`config.mk`:
```
export PLATFORM = sky130hd
export DESIGN_NAME = multicycle_control_unit_flat
export DESIGN_NICKNAME = d
export VERILOG_FILES = /design/src/rtl/multicycle_control_unit_if.sv /design/src/rtl/multicycle_control_unit.sv /design/src/flat_wrapper.sv
export SDC_FILE = /design/constraint.sdc
export NUM_CORES = 1
export LEC_CHECK = 0
export CORE_AREA = 2 2 39 41
export CTS_CLUSTER_SIZE = 16
export DETAILED_ROUTE_END_ITERATION = 16
export DIE_AREA = 0 0 41 43
export DONT_BUFFER_PORTS = 1
export PLACE_DENSITY_LB_ADDON = 0.3
export SLEW_MARGIN = 5
export SYNTH_ARGS = -nofsm -noshare
export SYNTH_HDL_FRONTEND = slang
export SYNTH_SLANG_ARGS = --single-unit
export TNS_END_PERCENT = 50
```
`constraint.sdc`:
```
create_clock -name CLK -period 2.2 [get_ports CLK]
set_input_delay 0.22 -clock CLK [delete_from_list [all_inputs] [get_ports CLK]]
set_output_delay 0.22 -clock CLK [all_outputs]
set_load 0.02 [all_outputs]
```
`src/rtl/multicycle_control_unit_if.sv`:
```
// Control bus between the multicycle control unit and the datapath.
// Carries the opcode/zero flag into the controller and every datapath
// enable and mux select back out. "master" is the controller side,
// "slave" is the datapath side.
interface multicycle_control_unit_if #(
  parameter int OPW    = 6,
  parameter int ALUOPW = 3
);
  logic [OPW-1:0]    opcode;
  logic              zero;
  logic              PCWre;
  logic              IRWre;
  logic              InsMemRW;
  logic              RegWre;
  logic [1:0]        RegDst;
  logic              WrRegDSrc;
  logic              ExtSel;
  logic              ALUSrcA;
  logic              ALUSrcB;
  logic [ALUOPW-1:0] ALUOp;
  logic [1:0]        PCSrc;
  logic              mRD;
  logic              mWR;
  logic              DBDataSrc;

  modport master (
    input  opcode, zero,
    output PCWre, IRWre, InsMemRW, RegWre, RegDst, WrRegDSrc, ExtSel,
           ALUSrcA, ALUSrcB, ALUOp, PCSrc, mRD, mWR, DBDataSrc
  );

  modport slave (
    output opcode, zero,
    input  PCWre, IRWre, InsMemRW, RegWre, RegDst, WrRegDSrc, ExtSel,
           ALUSrcA, ALUSrcB, ALUOp, PCSrc, mRD, mWR, DBDataSrc
  );
endinterface

```
`src/rtl/multicycle_control_unit.sv`:
```
// Main control FSM of the multicycle CPU. Sequences IF/ID/EXE/MEM/WB per
// opcode and drives every datapath enable and mux select combinationally
// from the registered state plus the opcode held in the IR.
// Optional feature macro: CU_PERF_COUNT_EN adds cycle_cnt / instr_cnt
// performance counters (absent in the default build).
//
// state   | meaning
// --------+-----------------------------------------------------------
// IF      | fetch: load IR from instruction memory
// ID      | decode; j/jr/jal/undefined retire here
// EXE_AL  | ALU op for R-type / immediate instructions
// WB_AL   | write ALU result back to register file, retire
// EXE_BR  | beq compare (rs - rt), branch on zero, retire
// EXE_LS  | address calculation for lw/sw
// MEM     | data memory access; sw retires here
// WB_LD   | write load data back to register file, retire
// HALT    | stopped until reset
module multicycle_control_unit #(
  parameter int OPW    = 6,
  parameter int ALUOPW = 3,
  parameter int CNTW   = 32
) (
  input  logic                  CLK,
  input  logic                  RST,
`ifdef CU_PERF_COUNT_EN
  output logic [CNTW-1:0]       cycle_cnt,
  output logic [CNTW-1:0]       instr_cnt,
`endif
  multicycle_control_unit_if.master bus
);

  if (CNTW < 1) begin : g_cntw_check
    $error("CNTW must be at least 1");
  end

  localparam logic [OPW-1:0] OP_ADD  = OPW'(6'b000000);
  localparam logic [OPW-1:0] OP_SUB  = OPW'(6'b000001);
  localparam logic [OPW-1:0] OP_ADDI = OPW'(6'b000010);
  localparam logic [OPW-1:0] OP_OR   = OPW'(6'b010000);
  localparam logic [OPW-1:0] OP_AND  = OPW'(6'b010001);
  localparam logic [OPW-1:0] OP_ORI  = OPW'(6'b010010);
  localparam logic [OPW-1:0] OP_SLL  = OPW'(6'b011000);
  localparam logic [OPW-1:0] OP_SLT  = OPW'(6'b100110);
  localparam logic [OPW-1:0] OP_SW   = OPW'(6'b110000);
  localparam logic [OPW-1:0] OP_LW   = OPW'(6'b110001);
  localparam logic [OPW-1:0] OP_BEQ  = OPW'(6'b110100);
  localparam logic [OPW-1:0] OP_J    = OPW'(6'b111000);
  localparam logic [OPW-1:0] OP_JR   = OPW'(6'b111001);
  localparam logic [OPW-1:0] OP_JAL  = OPW'(6'b111010);
  localparam logic [OPW-1:0] OP_HALT = OPW'(6'b111111);

  typedef enum logic [3:0] {
    S_IF, S_ID, S_EXE_AL, S_WB_AL, S_EXE_BR, S_EXE_LS, S_MEM, S_WB_LD, S_HALT
  } state_t;

  state_t state, state_nxt;

  logic              pcwre, irwre, insmemrw, regwre, wrregdsrc, extsel;
  logic              alusrca, alusrcb, mrd, mwr, dbdatasrc;
  logic [1:0]        regdst, pcsrc;
  logic [ALUOPW-1:0] aluop;

  logic [ALUOPW-1:0] dec_aluop;
  logic              dec_srca, dec_srcb, dec_ext, dec_rtype, dec_alu;

  // State register; synchronous active-low reset returns to fetch
  always_ff @(posedge CLK) begin
    if (!RST) state <= S_IF;
    else      state <= state_nxt;
  end

  // ALU-class decode shared by EXE_AL and WB_AL
  always_comb begin
    dec_aluop = '0;
    dec_srca  = 1'b0;
    dec_srcb  = 1'b0;
    dec_ext   = 1'b1;
    dec_rtype = 1'b1;
    dec_alu   = 1'b1;
    case (bus.opcode)
      OP_ADD:  dec_aluop = ALUOPW'(3'b000);
      OP_SUB:  dec_aluop = ALUOPW'(3'b001);
      OP_ADDI: begin
        dec_aluop = ALUOPW'(3'b000);
        dec_srcb  = 1'b1;
        dec_rtype = 1'b0;
      end
      OP_OR:   dec_aluop = ALUOPW'(3'b011);
      OP_AND:  dec_aluop = ALUOPW'(3'b100);
      OP_ORI:  begin
        dec_aluop = ALUOPW'(3'b011);
        dec_srcb  = 1'b1;
        dec_ext   = 1'b0;
        dec_rtype = 1'b0;
      end
      OP_SLL:  begin
        dec_aluop = ALUOPW'(3'b010);
        dec_srca  = 1'b1;
      end
      OP_SLT:  dec_aluop = ALUOPW'(3'b101);
      default: dec_alu = 1'b0;
    endcase
  end

  // Next-state and raw control outputs; PCWre marks the retiring cycle
  always_comb begin
    state_nxt = state;
    pcwre     = 1'b0;
    irwre     = 1'b0;
    insmemrw  = 1'b0;
    regwre    = 1'b0;
    regdst    = 2'b00;
    wrregdsrc = 1'b0;
    extsel    = 1'b0;
    alusrca   = 1'b0;
    alusrcb   = 1'b0;
    aluop     = '0;
    pcsrc     = 2'b00;
    mrd       = 1'b0;
    mwr       = 1'b0;
    dbdatasrc = 1'b0;
    case (state)
      S_IF: begin
        irwre     = 1'b1;
        insmemrw  = 1'b1;
        state_nxt = S_ID;
      end
      S_ID: begin
        case (bus.opcode)
          OP_J: begin
            pcsrc     = 2'b11;
            pcwre     = 1'b1;
            state_nxt = S_IF;
          end
          OP_JR: begin
            pcsrc     = 2'b10;
            pcwre     = 1'b1;
            state_nxt = S_IF;
          end
          OP_JAL: begin
            pcsrc     = 2'b11;
            regwre    = 1'b1;
            regdst    = 2'b00;
            wrregdsrc = 1'b0;
            pcwre     = 1'b1;
            state_nxt = S_IF;
          end
          OP_HALT:      state_nxt = S_HALT;
          OP_BEQ:       state_nxt = S_EXE_BR;
          OP_LW, OP_SW: state_nxt = S_EXE_LS;
          default: begin
            if (dec_alu) begin
              state_nxt = S_EXE_AL;
            end else begin
              // undefined opcode retires as a nop
              pcwre     = 1'b1;
              state_nxt = S_IF;
            end
          end
        endcase
      end
      S_EXE_AL: begin
        aluop     = dec_aluop;
        alusrca   = dec_srca;
        alusrcb   = dec_srcb;
        extsel    = dec_ext;
        state_nxt = S_WB_AL;
      end
      S_WB_AL: begin
        aluop     = dec_aluop;
        alusrca   = dec_srca;
        alusrcb   = dec_srcb;
        extsel    = dec_ext;
        regwre    = 1'b1;
        wrregdsrc = 1'b1;
        dbdatasrc = 1'b0;
        regdst    = dec_rtype ? 2'b10 : 2'b01;
        pcwre     = 1'b1;
        state_nxt = S_IF;
      end
      S_EXE_BR: begin
        aluop     = ALUOPW'(3'b001);
        alusrcb   = 1'b0;
        extsel    = 1'b1;
        pcsrc     = bus.zero ? 2'b01 : 2'b00;
        pcwre     = 1'b1;
        state_nxt = S_IF;
      end
      S_EXE_LS: begin
        aluop     = ALUOPW'(3'b000);
        alusrcb   = 1'b1;
        extsel    = 1'b1;
        state_nxt = S_MEM;
      end
      S_MEM: begin
        if (bus.opcode == OP_LW) begin
          mrd       = 1'b1;
          state_nxt = S_WB_LD;
        end else begin
          mwr       = 1'b1;
          pcwre     = 1'b1;
          state_nxt = S_IF;
        end
      end
      S_WB_LD: begin
        regwre    = 1'b1;
        regdst    = 2'b01;
        wrregdsrc = 1'b1;
        dbdatasrc = 1'b1;
        pcwre     = 1'b1;
        state_nxt = S_IF;
      end
      S_HALT:  state_nxt = S_HALT;
      default: state_nxt = S_IF;
    endcase
  end

  // Write enables are suppressed while reset is held so an aborted
  // instruction leaves no side effects in PC, IR, regfile or memory.
  assign bus.PCWre     = pcwre  & RST;
  assign bus.IRWre     = irwre  & RST;
  assign bus.RegWre    = regwre & RST;
  assign bus.mRD       = mrd    & RST;
  assign bus.mWR       = mwr    & RST;
  assign bus.InsMemRW  = insmemrw;
  assign bus.RegDst    = regdst;
  assign bus.WrRegDSrc = wrregdsrc;
  assign bus.ExtSel    = extsel;
  assign bus.ALUSrcA   = alusrca;
  assign bus.ALUSrcB   = alusrcb;
  assign bus.ALUOp     = aluop;
  assign bus.PCSrc     = pcsrc;
  assign bus.DBDataSrc = dbdatasrc;

`ifdef CU_PERF_COUNT_EN
  // Performance counters: cycles outside HALT and retired instructions
  always_ff @(posedge CLK) begin
    if (!RST) begin
      cycle_cnt <= '0;
      instr_cnt <= '0;
    end else begin
      if (state != S_HALT) cycle_cnt <= cycle_cnt + 1'b1;
      if (pcwre)           instr_cnt <= instr_cnt + 1'b1;
    end
  end
`else
  // no performance counters in this build
`endif

endmodule
```
`src/flat_wrapper.sv`:
```
// flat-port wrapper written by rule: the top's interface ports become plain ports
module multicycle_control_unit_flat 
#(
  parameter int OPW    = 6,
  parameter int ALUOPW = 3,
  parameter int CNTW   = 32
)
  (CLK, RST, bus_opcode, bus_zero, bus_PCWre, bus_IRWre, bus_InsMemRW, bus_RegWre, bus_RegDst, bus_WrRegDSrc, bus_ExtSel, bus_ALUSrcA, bus_ALUSrcB, bus_ALUOp, bus_PCSrc, bus_mRD, bus_mWR, bus_DBDataSrc);
  multicycle_control_unit_if #(.OPW(OPW), .ALUOPW(ALUOPW)) bus_i ();
  input  logic CLK;
  input  logic RST;
  input wire logic [$bits(bus_i.opcode)-1:0] bus_opcode;
  input wire logic [$bits(bus_i.zero)-1:0] bus_zero;
  output wire logic [$bits(bus_i.PCWre)-1:0] bus_PCWre;
  output wire logic [$bits(bus_i.IRWre)-1:0] bus_IRWre;
  output wire logic [$bits(bus_i.InsMemRW)-1:0] bus_InsMemRW;
  output wire logic [$bits(bus_i.RegWre)-1:0] bus_RegWre;
  output wire logic [$bits(bus_i.RegDst)-1:0] bus_RegDst;
  output wire logic [$bits(bus_i.WrRegDSrc)-1:0] bus_WrRegDSrc;
  output wire logic [$bits(bus_i.ExtSel)-1:0] bus_ExtSel;
  output wire logic [$bits(bus_i.ALUSrcA)-1:0] bus_ALUSrcA;
  output wire logic [$bits(bus_i.ALUSrcB)-1:0] bus_ALUSrcB;
  output wire logic [$bits(bus_i.ALUOp)-1:0] bus_ALUOp;
  output wire logic [$bits(bus_i.PCSrc)-1:0] bus_PCSrc;
  output wire logic [$bits(bus_i.mRD)-1:0] bus_mRD;
  output wire logic [$bits(bus_i.mWR)-1:0] bus_mWR;
  output wire logic [$bits(bus_i.DBDataSrc)-1:0] bus_DBDataSrc;
  assign bus_i.opcode = bus_opcode;
  assign bus_i.zero = bus_zero;
  assign bus_PCWre = bus_i.PCWre;
  assign bus_IRWre = bus_i.IRWre;
  assign bus_InsMemRW = bus_i.InsMemRW;
  assign bus_RegWre = bus_i.RegWre;
  assign bus_RegDst = bus_i.RegDst;
  assign bus_WrRegDSrc = bus_i.WrRegDSrc;
  assign bus_ExtSel = bus_i.ExtSel;
  assign bus_ALUSrcA = bus_i.ALUSrcA;
  assign bus_ALUSrcB = bus_i.ALUSrcB;
  assign bus_ALUOp = bus_i.ALUOp;
  assign bus_PCSrc = bus_i.PCSrc;
  assign bus_mRD = bus_i.mRD;
  assign bus_mWR = bus_i.mWR;
  assign bus_DBDataSrc = bus_i.DBDataSrc;
  multicycle_control_unit #(.OPW(OPW), .ALUOPW(ALUOPW), .CNTW(CNTW)) u_core (.CLK(CLK), .RST(RST), .bus(bus_i));
endmodule
```
==> insert_results.sql <==
INSERT INTO impl_metrics (metric_group, metric, value, unit) VALUES
('pwr', 'power.switching_fraction', '29.7', '%'),
('yosys', 'synthMuxAreaShare', '0', '%'),
('sta', 'min_period', '2030', 'ps'),
('global_route', 'grt.met2_usage', '27.2', '%'),
('pwr', 'static_leakage_power', '0.231', 'nW'),
('placement', 'dp_hpwl', '1130', 'um'),
('final_layout', 'biggest_registers_after_layout', 'u_core.state x4', ''),
('yosys', 'synthesized_net_count', '100', ''),
('placement', 'port-buffer-count', '0', ''),
('final_layout', 'drive_gt1_share', '13.2', '%'),
('detailed_routing', 'vias_per_cell', '6.21', ''),
('global_route', 'wire_length_of_the_first_global_routing_pass', '2410', 'um'),
('clock_network', 'cts.reportedPaths.clkPinSlew', '40', 'ps'),
('yosys', 'synth.lib_cells_used.distinct', '39', ''),
('yosys', 'async_reset_ff_share', '0', '%'),
('setup_path', 'cp-start-kind', 'flip-flop', ''),
('detailed_routing', 'post_route_drc', '0', ''),
('setup_path', 'cp_cell_sequence', 'nor2b_1 -> nor3b_1 -> nand3_1 -> o2bb2ai_1', ''),
('yosys', 'post_synth_instance_area', '611', 'um^2'),
('global_route', 'grt_antenna_before_repair', '0', ''),
('setup_path', 'crit_type', 'flip-flop to output port', ''),
('pwr', 'p_per_area', '355', 'mW/mm^2'),
('yosys', 'yosysWarningCount', '0', ''),
('floorplan', 'floorplan.initialDensity', '44.1', '%'),
('min_path', 'worst_hold_path.endpoint', 'u_core.state[3]', ''),
('sta', 'slew_headroom', '58.3', '%'),
('detailed_routing', 'routedWlPerCell', '14.2', 'um'),
('yosys', 'yosysTopAreaCell', 'dfxtp_1', ''),
('sta', 'finClkSkew', '0.555', 'ps'),
('setup_path', 'r2r-end', 'u_core.state[2]', ''),
('placement', 'finalWeightedCongestion', '0.839', ''),
('sta', 'max_clock_freq', '492', 'MHz'),
('yosys', 'synth-simple-area-share', '52.3', '%'),
('floorplan', 'die-width', '41', 'um'),
('global_route', 'global_route_track_usage_on_met3', '1.05', '%'),
('sta', 'worst_hold_slack_across_all_endpoints', '144', 'ps'),
('clock_network', 'post_cts.resized_instances', '0', ''),
('floorplan', 'core-area', '0.00138', 'mm^2'),
('setup_path', 'timing.reg2reg.worst_path_depth', '3', ''),
('global_route', 'globalRoute.busiestLayer', 'met1', ''),
('detailed_routing', 'finalWirelength', '1520', 'um'),
('sta', 'setup-tns-final', '0', 'ps'),
('yosys', 'synth.avg_cell_area', '6.71', 'um^2'),
('run', 'drv.max_cap_violation_count', '0', ''),
('detailed_routing', 'via_count', '665', ''),
('final_layout', 'registers.top_by_ff_count', 'u_core.state', ''),
('yosys', 'synth_flop_cell', 'dfxtp_1', ''),
('floorplan', 'core_rows', '14', ''),
('clock_network', 'clock_tree_from_tritoncts', 'yes', ''),
('yosys', 'synth-edff-count', '0', ''),
('yosys', 'ffs_latches_synth', '4', ''),
('min_path', 'hold_path.class', 'primary input to flip-flop', ''),
('outcome', 'status', 'complete, no violations', ''),
('pwr', 'power.share.clock', '38.9', '%'),
('setup_path', 'cp_slowest_stage_delay', '420', 'ps'),
('clock_network', 'worst_skew_pair.late_latency', '230', 'ps'),
('clock_network', 'cts_setup_buffers', '0', ''),
('final_layout', 'nets', '102', ''),
('clock_network', 'postCtsHoldBufs', '0', ''),
('setup_path', 'regToRegStartpoint', 'u_core.state[2]', ''),
('yosys', 'netlist_top_cells_area', 'dfxtp_1 (13%), nand2b_1 (8.2%), nor2_1 (5.5%)', ''),
('floorplan', 'die_area', '0.00176', 'mm^2'),
('final_layout', 'diodes', '0', ''),
('pwr', 'power.ir.vdd_worst', '0.132', 'mV'),
('setup_path', 'worstPathRequired', '1980', 'ps'),
('pwr', 'p_comb_share', '27.3', '%'),
('setup_path', 'critPathArrivalTime', '1810', 'ps'),
('clock_network', 'cts_inserted_buffers', '3', ''),
('yosys', 'synth-xor-area-share', '1.43', '%'),
('detailed_routing', 'initial_drc_count', '19', ''),
('pwr', 'sequentialPowerShare', '33.7', '%');
## Yosys cell counts (3+ instances only)
cell type	instances
nor2_1	9
nand2b_1	8
a21oi_1	6
clkbuf_1	6
nor3_1	6
dfxtp_1	4
a21boi_0	3
nand2_1	3
nand3_1	3
nor3b_1	3
or3_1	3
## power by group through the flow
| stage | registers [mW] | logic (mW) | clock network, mW |
|---|---|---|---|
| floorplan | 0.0775 | 0.0627 | 0 |
| global placement | 0.0791 | 0.0632 | 0 |
| detailed placement | 0.0790 | 0.0631 | 0 |
| CTS | 0.0781 | 0.0632 | 0.0940 |
| global route | 0.0785 | 0.0701 | 0.0964 |
| finish | 0.0783 | 0.0634 | 0.0904 |
## cells in the final DEF (no fill, tap or decap), types with 3 or more instances in the layout
cell type,synthesis,final
a21boi_0,3,3
a21oi_1,6,6
buf_4,1,6
clkbuf_4,0,3
dfxtp_1,4,4
nand2_1,3,3
nand2b_1,8,8
nand3_1,3,3
nor2_1,9,9
nor3_1,6,6
nor3b_1,3,3
or3_1,3,3
## worst max-delay path by stage
stage / startpoint / endpoint / slack (ps) / cells past startpoint
final: u_core.state[1] / bus_PCSrc[0] / 170 / 4
after floorplan: u_core.state[1] / bus_IRWre / 370 / 3
after detailed placement: u_core.state[1] / bus_PCSrc[0] / 440 / 4
after CTS: u_core.state[1] / bus_PCSrc[0] / 170 / 4
after global placement: u_core.state[1] / bus_PCSrc[0] / 490 / 4
after global routing: u_core.state[1] / bus_PCSrc[0] / 10 / 4
## worst max-delay path: cells and delay by family (launching register included)
kind | cells | cell delay [ps]
compound gates | 1 | 420
flops | 1 | 410
simple gates | 3 | 750
## layout make-up
cell class	instances	area, um^2	share of cell area (%)
timing repair buffer	6	45.0	6.90
clock buffer	3	22.5	3.45
sequential	4	80.1	12.3
inverter	1	3.75	0.575
multi-input combinational	77	482	73.8
tap	16	20.0	3.07
## cell families (layout without fill, tap and decap cells)
family                 Yosys count  in the layout
AO/OA/AOI/OAI                   23             23
XOR/XNOR                         1              1
flip-flops                       4              4
AND/OR/NAND/NOR                 53             53
buffers and inverters           10             10
## per-stage QoR
stage                     cells  utilization [%]  power (mW)  worst slack (ps)  cell area [um^2]
after floorplan              91                -       0.140               371               611
after global placement      104             45.6       0.142               494               631
after detailed placement    104             45.6       0.142               435               631
after CTS                   107             47.2       0.235               174               653
after global routing        107             47.2       0.245              14.2               653
final                       107             47.2       0.232               169               653
## routing by layer
layer  vias up  wire length [um]
li1        336                 -
met1       305               697
met2        22               726
met3         2                85
met4         0                12
met5         -                 0
Note: power is estimated with default switching activity, not from simulation.
